===== src/rtl/sd_block_writer_pkg.sv =====
// Shared constants and state encoding for the SD single-block (CMD24) writer.
package sd_block_writer_pkg;

    typedef enum logic [3:0] {
        IDLE, CMD, R1, TOKEN, DATA, CRC, DRESP, BUSYW, FINISH
    } state_t;

    localparam logic [7:0] CMD24        = 8'h58;
    localparam logic [7:0] DATA_TOKEN   = 8'hFE;
    localparam logic [7:0] FILL         = 8'hFF;
    localparam logic [7:0] DRESP_MASK   = 8'h1F;
    localparam logic [7:0] DRESP_ACCEPT = 8'h05;

    localparam logic [2:0] ERR_OK           = 3'd0;
    localparam logic [2:0] ERR_R1_TIMEOUT   = 3'd1;
    localparam logic [2:0] ERR_R1_REJECT    = 3'd2;
    localparam logic [2:0] ERR_DATA_REJECT  = 3'd3;
    localparam logic [2:0] ERR_BUSY_TIMEOUT = 3'd4;

    // Six-byte CMD24 frame: opcode, 32-bit address MSB first, dummy CRC byte.
    function automatic logic [7:0] cmd_byte(input logic [31:0] addr, input logic [2:0] idx);
        case (idx)
            3'd0:    cmd_byte = CMD24;
            3'd1:    cmd_byte = addr[31:24];
            3'd2:    cmd_byte = addr[23:16];
            3'd3:    cmd_byte = addr[15:8];
            3'd4:    cmd_byte = addr[7:0];
            default: cmd_byte = FILL;
        endcase
    endfunction

endpackage


===== src/rtl/sd_block_writer.sv =====
// Writes one 512-byte block to an SD card in SPI mode through an external byte engine.
module sd_block_writer
    import sd_block_writer_pkg::*;
#(
    parameter int R1_POLL_MAX   = 8,
    parameter int BUSY_POLL_MAX = 65535
) (
    input  logic        clk_clk,
    input  logic        reset_reset_n,
    input  logic        start,
    input  logic [31:0] block_addr,
    output logic        busy,
    output logic        done,
    output logic        error,
    output logic [2:0]  err_code,
    input  logic [7:0]  s_data,
    input  logic        s_valid,
    output logic        s_ready,
    output logic [7:0]  spi_tx_data,
    output logic        spi_tx_start,
    input  logic [7:0]  spi_rx_data,
    input  logic        spi_done,
    output logic        spi_cs_n
);

    localparam int POLL_MAX = (R1_POLL_MAX > BUSY_POLL_MAX) ? R1_POLL_MAX : BUSY_POLL_MAX;
    localparam int PW       = $clog2(POLL_MAX + 1);

    state_t        state;
    logic          pend;
    logic [8:0]    cnt;
    logic [PW-1:0] poll;
    logic [31:0]   addr;
    logic [7:0]    tx_byte;
    logic          rx_ev;
    logic          can_issue;

    assign s_ready   = (state == DATA) && !pend;
    assign rx_ev     = pend && spi_done;
    assign can_issue = !pend && (state != IDLE) && (state != FINISH) && ((state != DATA) || s_valid);

    always_comb begin
        tx_byte = FILL;
        case (state)
            CMD:     tx_byte = cmd_byte(addr, cnt[2:0]);
            TOKEN:   tx_byte = DATA_TOKEN;
            DATA:    tx_byte = s_data;
            default: tx_byte = FILL;
        endcase
    end

    always_ff @(posedge clk_clk or negedge reset_reset_n) begin
        if (!reset_reset_n) begin
            state        <= IDLE;
            pend         <= 1'b0;
            cnt          <= '0;
            poll         <= '0;
            addr         <= '0;
            busy         <= 1'b0;
            done         <= 1'b0;
            error        <= 1'b0;
            err_code     <= ERR_OK;
            spi_tx_start <= 1'b0;
            spi_tx_data  <= FILL;
            spi_cs_n     <= 1'b1;
        end else begin
            spi_tx_start <= 1'b0;
            done         <= 1'b0;
            error        <= 1'b0;

            // One byte in flight at a time; tx_data holds until its spi_done.
            if (can_issue) begin
                spi_tx_start <= 1'b1;
                spi_tx_data  <= tx_byte;
                pend         <= 1'b1;
            end
            if (rx_ev) pend <= 1'b0;

            case (state)
                IDLE: if (start) begin
                    state    <= CMD;
                    busy     <= 1'b1;
                    spi_cs_n <= 1'b0;
                    err_code <= ERR_OK;
                    addr     <= block_addr;
                    cnt      <= '0;
                    poll     <= '0;
                end
                CMD: if (rx_ev) begin
                    if (cnt == 9'd5) begin
                        state <= R1;
                        cnt   <= '0;
                    end else cnt <= cnt + 9'd1;
                end
                R1: if (rx_ev) begin
                    if (spi_rx_data == 8'h00) state <= TOKEN;
                    else if (spi_rx_data != FILL) begin
                        state <= IDLE; busy <= 1'b0; spi_cs_n <= 1'b1;
                        error <= 1'b1; err_code <= ERR_R1_REJECT;
                    end else if (poll == PW'(R1_POLL_MAX - 1)) begin
                        state <= IDLE; busy <= 1'b0; spi_cs_n <= 1'b1;
                        error <= 1'b1; err_code <= ERR_R1_TIMEOUT;
                    end else poll <= poll + PW'(1);
                end
                TOKEN: if (rx_ev) begin
                    state <= DATA;
                    cnt   <= '0;
                end
                DATA: if (rx_ev) begin
                    if (cnt == 9'd511) begin
                        state <= CRC;
                        cnt   <= '0;
                    end else cnt <= cnt + 9'd1;
                end
                CRC: if (rx_ev) begin
                    if (cnt == 9'd1) begin
                        state <= DRESP;
                        cnt   <= '0;
                    end else cnt <= cnt + 9'd1;
                end
                DRESP: if (rx_ev) begin
                    if ((spi_rx_data & DRESP_MASK) == DRESP_ACCEPT) begin
                        state <= BUSYW;
                        poll  <= '0;
                    end else begin
                        state <= IDLE; busy <= 1'b0; spi_cs_n <= 1'b1;
                        error <= 1'b1; err_code <= ERR_DATA_REJECT;
                    end
                end
                BUSYW: if (rx_ev) begin
                    // FINISH is the cycle in which done and the released chip select are seen.
                    if (spi_rx_data != 8'h00) begin
                        state <= FINISH; busy <= 1'b0; spi_cs_n <= 1'b1;
                        done  <= 1'b1;
                    end else if (poll == PW'(BUSY_POLL_MAX - 1)) begin
                        state <= IDLE; busy <= 1'b0; spi_cs_n <= 1'b1;
                        error <= 1'b1; err_code <= ERR_BUSY_TIMEOUT;
                    end else poll <= poll + PW'(1);
                end
                FINISH:  state <= IDLE;
                default: state <= IDLE;
            endcase
        end
    end

endmodule

===== config.mk =====
export PLATFORM = sky130hd
export DESIGN_NAME = sd_block_writer
export DESIGN_NICKNAME = d
export VERILOG_FILES = /design/src/rtl/sd_block_writer_pkg.sv /design/src/rtl/sd_block_writer.sv
export SDC_FILE = /design/constraint.sdc
export NUM_CORES = 1
export LEC_CHECK = 0
export ABC_AREA = 1
export CORE_MARGIN = 4
export CORE_UTILIZATION = 40
export CTS_BUF_LIST = sky130_fd_sc_hd__clkbuf_4 sky130_fd_sc_hd__clkbuf_8
export DETAILED_ROUTE_END_ITERATION = 8
export PLACE_DENSITY = 0.62
export SYNTH_ARGS = -nofsm -noshare
export SYNTH_HDL_FRONTEND = slang
export SYNTH_SLANG_ARGS = --single-unit

===== constraint.sdc =====
create_clock -name clk_clk -period 4.4 [get_ports clk_clk]
set_input_delay 0.44 -clock clk_clk [delete_from_list [all_inputs] [get_ports clk_clk]]
set_output_delay 0.44 -clock clk_clk [all_outputs]
set_load 0.02 [all_outputs]

== Word level (Yosys, flattened, before mapping) ==
Index checks and enable logic that the tools add are counted.

* Word-level logic and storage cells: 166
* Register bits after elaboration: 78
* Input bits: 53
* Output and inout bits: 17

* Reduce and logical (&&, ||, !) cells: 21
* Muxes and demuxes: 89
* Equal/unequal tests: 42
* Add/subtract/negate cells: 2

{| class="wikitable"
|+ Operators with widths
! cell !! number
|-
| 16-bit 2-to-1 mux || 10
|-
| 9-bit 2-to-1 mux || 8
|-
| 4-bit 2-to-1 mux || 16
|-
| 16-bit one-hot mux with 4 select lines || 1
|-
| 9-bit one-hot mux with 5 select lines || 1
|-
| 8-bit one-hot mux with 5 select lines || 1
|-
| 2-bit != test, second input constant || 18
|-
| 1-bit 2-to-1 mux || 35
|-
| 3-bit 2-to-1 mux || 11
|-
| 4-bit one-hot mux with 8 select lines || 1
|-
| 8-bit one-hot mux with 3 select lines || 1
|-
| 16-bit by 1-bit adder with 16-bit output, second input constant || 1
|-
| 16-bit == test, second input constant || 1
|-
| 16-bit by 3-bit == test with 1-bit output, second input constant || 1
|-
| 4-bit by 3-bit == test with 1-bit output, second input constant || 4
|-
| 13-bit AND reduction || 1
|-
| 3-bit one-hot mux with 4 select lines || 1
|-
| 11-bit AND reduction || 1
|-
| 10-bit AND reduction || 1
|-
| 9-bit by 1-bit adder with 9-bit output, second input constant || 1
|-
| 9-bit by 1-bit == test with 1-bit output, second input constant || 1
|-
| 9-bit by 3-bit == test with 1-bit output, second input constant || 1
|-
| 9-bit == test, second input constant || 1
|-
| 9-bit AND reduction || 1
|-
| other kinds (25) || 35
|}

== Depth between registers and ports, before layout ==
* Depth in word-level cells: 6
* Gate-level depth with buffers: 14
* Depth with buffers taken out: 14

== Least setup slack after synthesis ==
No wires, ideal clock.

* Kind: register to register
* Start point: register cnt[3]
* End point: register state[0]
* Arrival: 1.583 ns
* Slack: 2.699 ns
* Stages on the path, launching flop included: 15
* Data required time: 4.282 ns
* Library setup time: 0.118 ns
* Period minus slack after synthesis: 1.701 ns
* Path buffers: 0
* Cell sequence: dfrtp_1 > nand2_1 > nor2_1 > nand3_1 > nor3_1 > ha_1 > inv_1 > nand3_1 > nand2_1 > inv_1 > nand2_1 > nor2_1 > nand4_1 > nand2_1 > nand2_1

* Word-level cells in the longest chain between the ends: 3
* Elaborated cells between the ends (all ways): 7
* Classes of those cells: eq/ne (6); reduce/logical (1)

{| class="wikitable"
|+ Ends and longest elaborated chain
! what !! RTL line !! text
|-
| start, declared || sd_block_writer.sv:31 || <nowiki>logic [8:0] cnt;</nowiki>
|-
| start signal, assigned || sd_block_writer.sv:93 || <nowiki>end else cnt <= cnt + 9'd1;</nowiki>
|-
| start signal, assigned || sd_block_writer.sv:113 || <nowiki>end else cnt <= cnt + 9'd1;</nowiki>
|-
| start signal, assigned || sd_block_writer.sv:119 || <nowiki>end else cnt <= cnt + 9'd1;</nowiki>
|-
| 9-bit by 1-bit == test with 1-bit output (tied with other cells) || sd_block_writer.sv:116 || <nowiki>if (cnt == 9'd1) begin</nowiki>
|-
| 2-bit != test (no source line) / 2-bit by 1-bit != test with 1-bit output (equally long branches) || - ||
|-
| 13-bit AND reduction (no source line) (*) || - ||
|-
| end signal, assigned || sd_block_writer.sv:117 || <nowiki>state <= DRESP;</nowiki>
|-
| end signal, assigned || sd_block_writer.sv:123 || <nowiki>state <= BUSYW;</nowiki>
|-
| end signal, assigned || sd_block_writer.sv:126 || <nowiki>state <= IDLE; busy <= 1'b0; spi_cs_n <= 1'b1;</nowiki>
|-
| end, declared || sd_block_writer.sv:29 || <nowiki>state_t state;</nowiki>
|}

Mark *: on every way between the ends. The rest lies on a longest branch, timed or not.
A chain may end at the register's enable or synchronous reset.

== Worst setup path after layout ==
* Start point: register state[1]
* End point: output s_ready

* Word-level cells in the longest chain between the ends: 2

{| class="wikitable"
|+ Ends and longest elaborated chain
! what !! RTL line !! text
|-
| start signal, assigned || sd_block_writer.sv:54 || <nowiki>state <= IDLE;</nowiki>
|-
| start signal, assigned || sd_block_writer.sv:81 || <nowiki>state <= CMD;</nowiki>
|-
| start signal, assigned || sd_block_writer.sv:91 || <nowiki>state <= R1;</nowiki>
|-
| 4-bit by 3-bit == test with 1-bit output || sd_block_writer.sv:38 || <nowiki>assign s_ready = (state == DATA) && !pend;</nowiki>
|-
| 1-bit logical AND || sd_block_writer.sv:38 ||
|-
| end, declared || sd_block_writer.sv:18 || <nowiki>output logic s_ready,</nowiki>
|}

No other way between the ends.

==> impl_results.md <==
* Syn. warnings at 0
* Synth Flop Type: dfrtp_1
* 1st-iter DRT viols at 354
* First-pass GRT wire length at 20,000 um
* DR vias at 4,398
* Hold buffer count at CTS at 0
* Seq/Total Area, Yosys at 0.413
* GRT Util Overall at 0.185
* Crit-path max cell delay at 610 ps
* Die Y at 117 um
* Reg2reg end: addr[2]
* Cells along the critical path: nor2_2 -> nand2_1 -> nor2_1 -> clkdlybuf4s50_1
* Fin nets at roughly 770
* Status: finished, final reports clean
* Flop2flop setup slack at 2110 ps
* RSZ-0062 raised after global routing: no
* Max Root-Sink Buffers at 2
* Cell Pwr Density at 528 nW/um^2
* Clock Skews at 9.01 ps
* Worst R2R Path Depth at 3
* Worst Path Arrival at 2130 ps
* Max Fclk at between 0.3 and 0.4 GHz
* Commonest non-fill, non-tap cell in the layout: nand2_1
* Routed Antenna Nets at 0
* Mapped Avg Cell Area at around 7.4 sq um
* Num ports at 70
* Top post-synthesis cells by area: dfrtp_1 36%, nand2_1 15%, nor2_1 7.7%
* Leading area contributor after synthesis: dfrtp_1
* Crit path time final at 2570 ps
* Critical Path RT at 3960 ps
* CTS root buf: clkbuf_8
* Max-Cap Viols at 0
* Syn Nets at 706
* Post-CTS Setup Bufs at 0
* Final-report setup violation count at 0
* Total CTS buffers at 9
* Tcrit/Tclk final at 0.583
* Cts repair resizes at 0
* Cell Area, Synth at 4760 sq um
* Placer Congestion at 0.897
* Critical R2R Launch: state[3]
* Top cell type's share of synthesized area at 0.363
* Setup TNS at 0 ps
* Fin util at 0.495
* Most frequent cells in the layout: 186 x nand2_1, 98 x nor2_1, 69 x dfrtp_1, 68 x clkdlybuf4s50_1
* Distinct cells, synth at 33
* Ys async rst share at 1.00
* Clk Latency, worst-skew pair at 370 ps
* CTS tree: yes
* Final Hold Fails at 0
* DR WL/cell at 14.1 um
* CP Class: flip-flop to primary output
* Post-route design area at 5700 sq um
* Hold Crit Class: input port to asynchronous set/reset pin
* Syn Inst Count at 645
* Vias per Instance at 5.15
* Initial Util at 0.413
* Die Area at 13,700 sq um
* Fill count at roughly 1,100
* P&R area growth vs syn at 19.8%
* Pins Over Slew Limit at 0
* Critical path startpoint category: flip-flop
* Placeable Area at around 12,000 sq um
* Drt pass-1 iters at 5
* CTS sink cnt at 78
* H-tree levels at 3
* # port buffers at around 70
* Fraction of layout cells with a size suffix above 1 at 0.103
* Post-DP Area at approximately 5500 sq um
* CP max stage cell: clkdlybuf4s50_1
* #FFs+latches synth at 78
* Number of global-route vias before repair at 4,227
* Crit-path max FO at 9
* Global route overflow at 0
* Crit path max-delay family: simple AND/OR/NAND/NOR gates
* N_diodes at 0
* DR DRC count at 0
* Max VDD drop at 0.259 mV
* Critical path buffers and inverters at 1
* Clock transition at path regs at 80 ps
* Post-synth EDFFs at 0
* Pwr Total at 3010 uW
* Die X-Extent at 117 um
* Slew headroom at 0.335
* WL final at around 12,000 um
* Initial antenna violation count at 0
* Largest net degree at the start of global routing at approximately 80
* FP Rows at 39
* WHS at roughly 220 ps
* Multi-input logic area at around 2500 sq um
* Seq. cell area at roughly 2000 sq um
* Hpwl dp at about 8900 um
* Leak pwr at 0.00270 uW
* Slew @ Worst Pin at 994 ps
* Crit path capture type: primary output
==> cells in the mapped netlist (2+ instances only) <==
| master | instances |
|---|---|
| a21oi_1 | 30 |
| buf_2 | 11 |
| buf_4 | 3 |
| clkbuf_1 | 3 |
| dfrtp_1 | 69 |
| dfstp_2 | 9 |
| ha_1 | 8 |
| inv_1 | 58 |
| inv_2 | 8 |
| mux2_2 | 25 |
| nand2_1 | 186 |
| nand2_2 | 2 |
| nand2_4 | 2 |
| nand3_1 | 59 |
| nand3b_1 | 2 |
| nand4_1 | 23 |
| nor2_1 | 98 |
| nor2_2 | 4 |
| nor2_4 | 2 |
| o21ai_0 | 15 |
| o21ai_1 | 2 |
| o21bai_1 | 3 |
| o22ai_1 | 4 |
| xnor2_1 | 5 |
| xor2_1 | 6 |
==> cells by family after synthesis <==
kind of cell / count (synthesis) / synth area share
AND/OR/NAND/NOR: 383 / 0.351
buffers and inverters: 84 / 0.0731
flip-flops: 78 / 0.413
AO/OA/AOI/OAI: 56 / 0.0623
multiplexers: 25 / 0.0592
XOR/XNOR: 11 / 0.0203
adder cells (fa/ha/maj): 8 / 0.0210
==> worst max path at each step <==
stage,start,to,slack (ps),cells after the start
after floorplan,cnt[3],state[0],2700,14
after global placement,spi_rx_data[2],poll[4],2050,11
after detailed placement,spi_rx_data[2],poll[8],2000,11
after CTS,state[1],s_ready,1820,4
after global routing,state[1],s_ready,1760,4
final,state[1],s_ready,1830,4
==> per-layer routing <==
metal	wire, um	global-route usage
met3	490	0.0252
met5	0	0
met4	240	0.0787
met2	5580	0.282
met1	5740	0.264
==> flip-flops by register name, indices dropped and copies added, names as in the netlist <==
| name | flops |
|---|---|
| addr | 32 |
| poll | 16 |
| cnt | 9 |
| spi_tx_data | 8 |
| state | 4 |
| err_code | 3 |
| busy | 1 |
| done | 1 |
| error | 1 |
| pend | 1 |
| spi_cs_n | 1 |
| spi_tx_start | 1 |
==> through the flow <==
stage,worst slack [ps],cells
floorplan,2700,645
global placement,2050,839
detailed placement,2000,839
CTS,1820,854
global route,1760,854
finish,1830,854
==> layout make-up <==
class / count / share of cell area
multi-input cells: 483 / 0.430
clock inverters: 5 / 0.00659
flip-flops and latches: 78 / 0.345
inverters: 66 / 0.0435
clock buffers: 10 / 0.0231
well taps: 143 / 0.0314
repair buffers: 69 / 0.121
==> power breakdown <==
part           internal (uW)  total (uW)  switching (uW)
Combinational            524        1410             890
Sequential               962        1100             142
Clock                    209         490             281
Power figures use the tool's default switching activity.
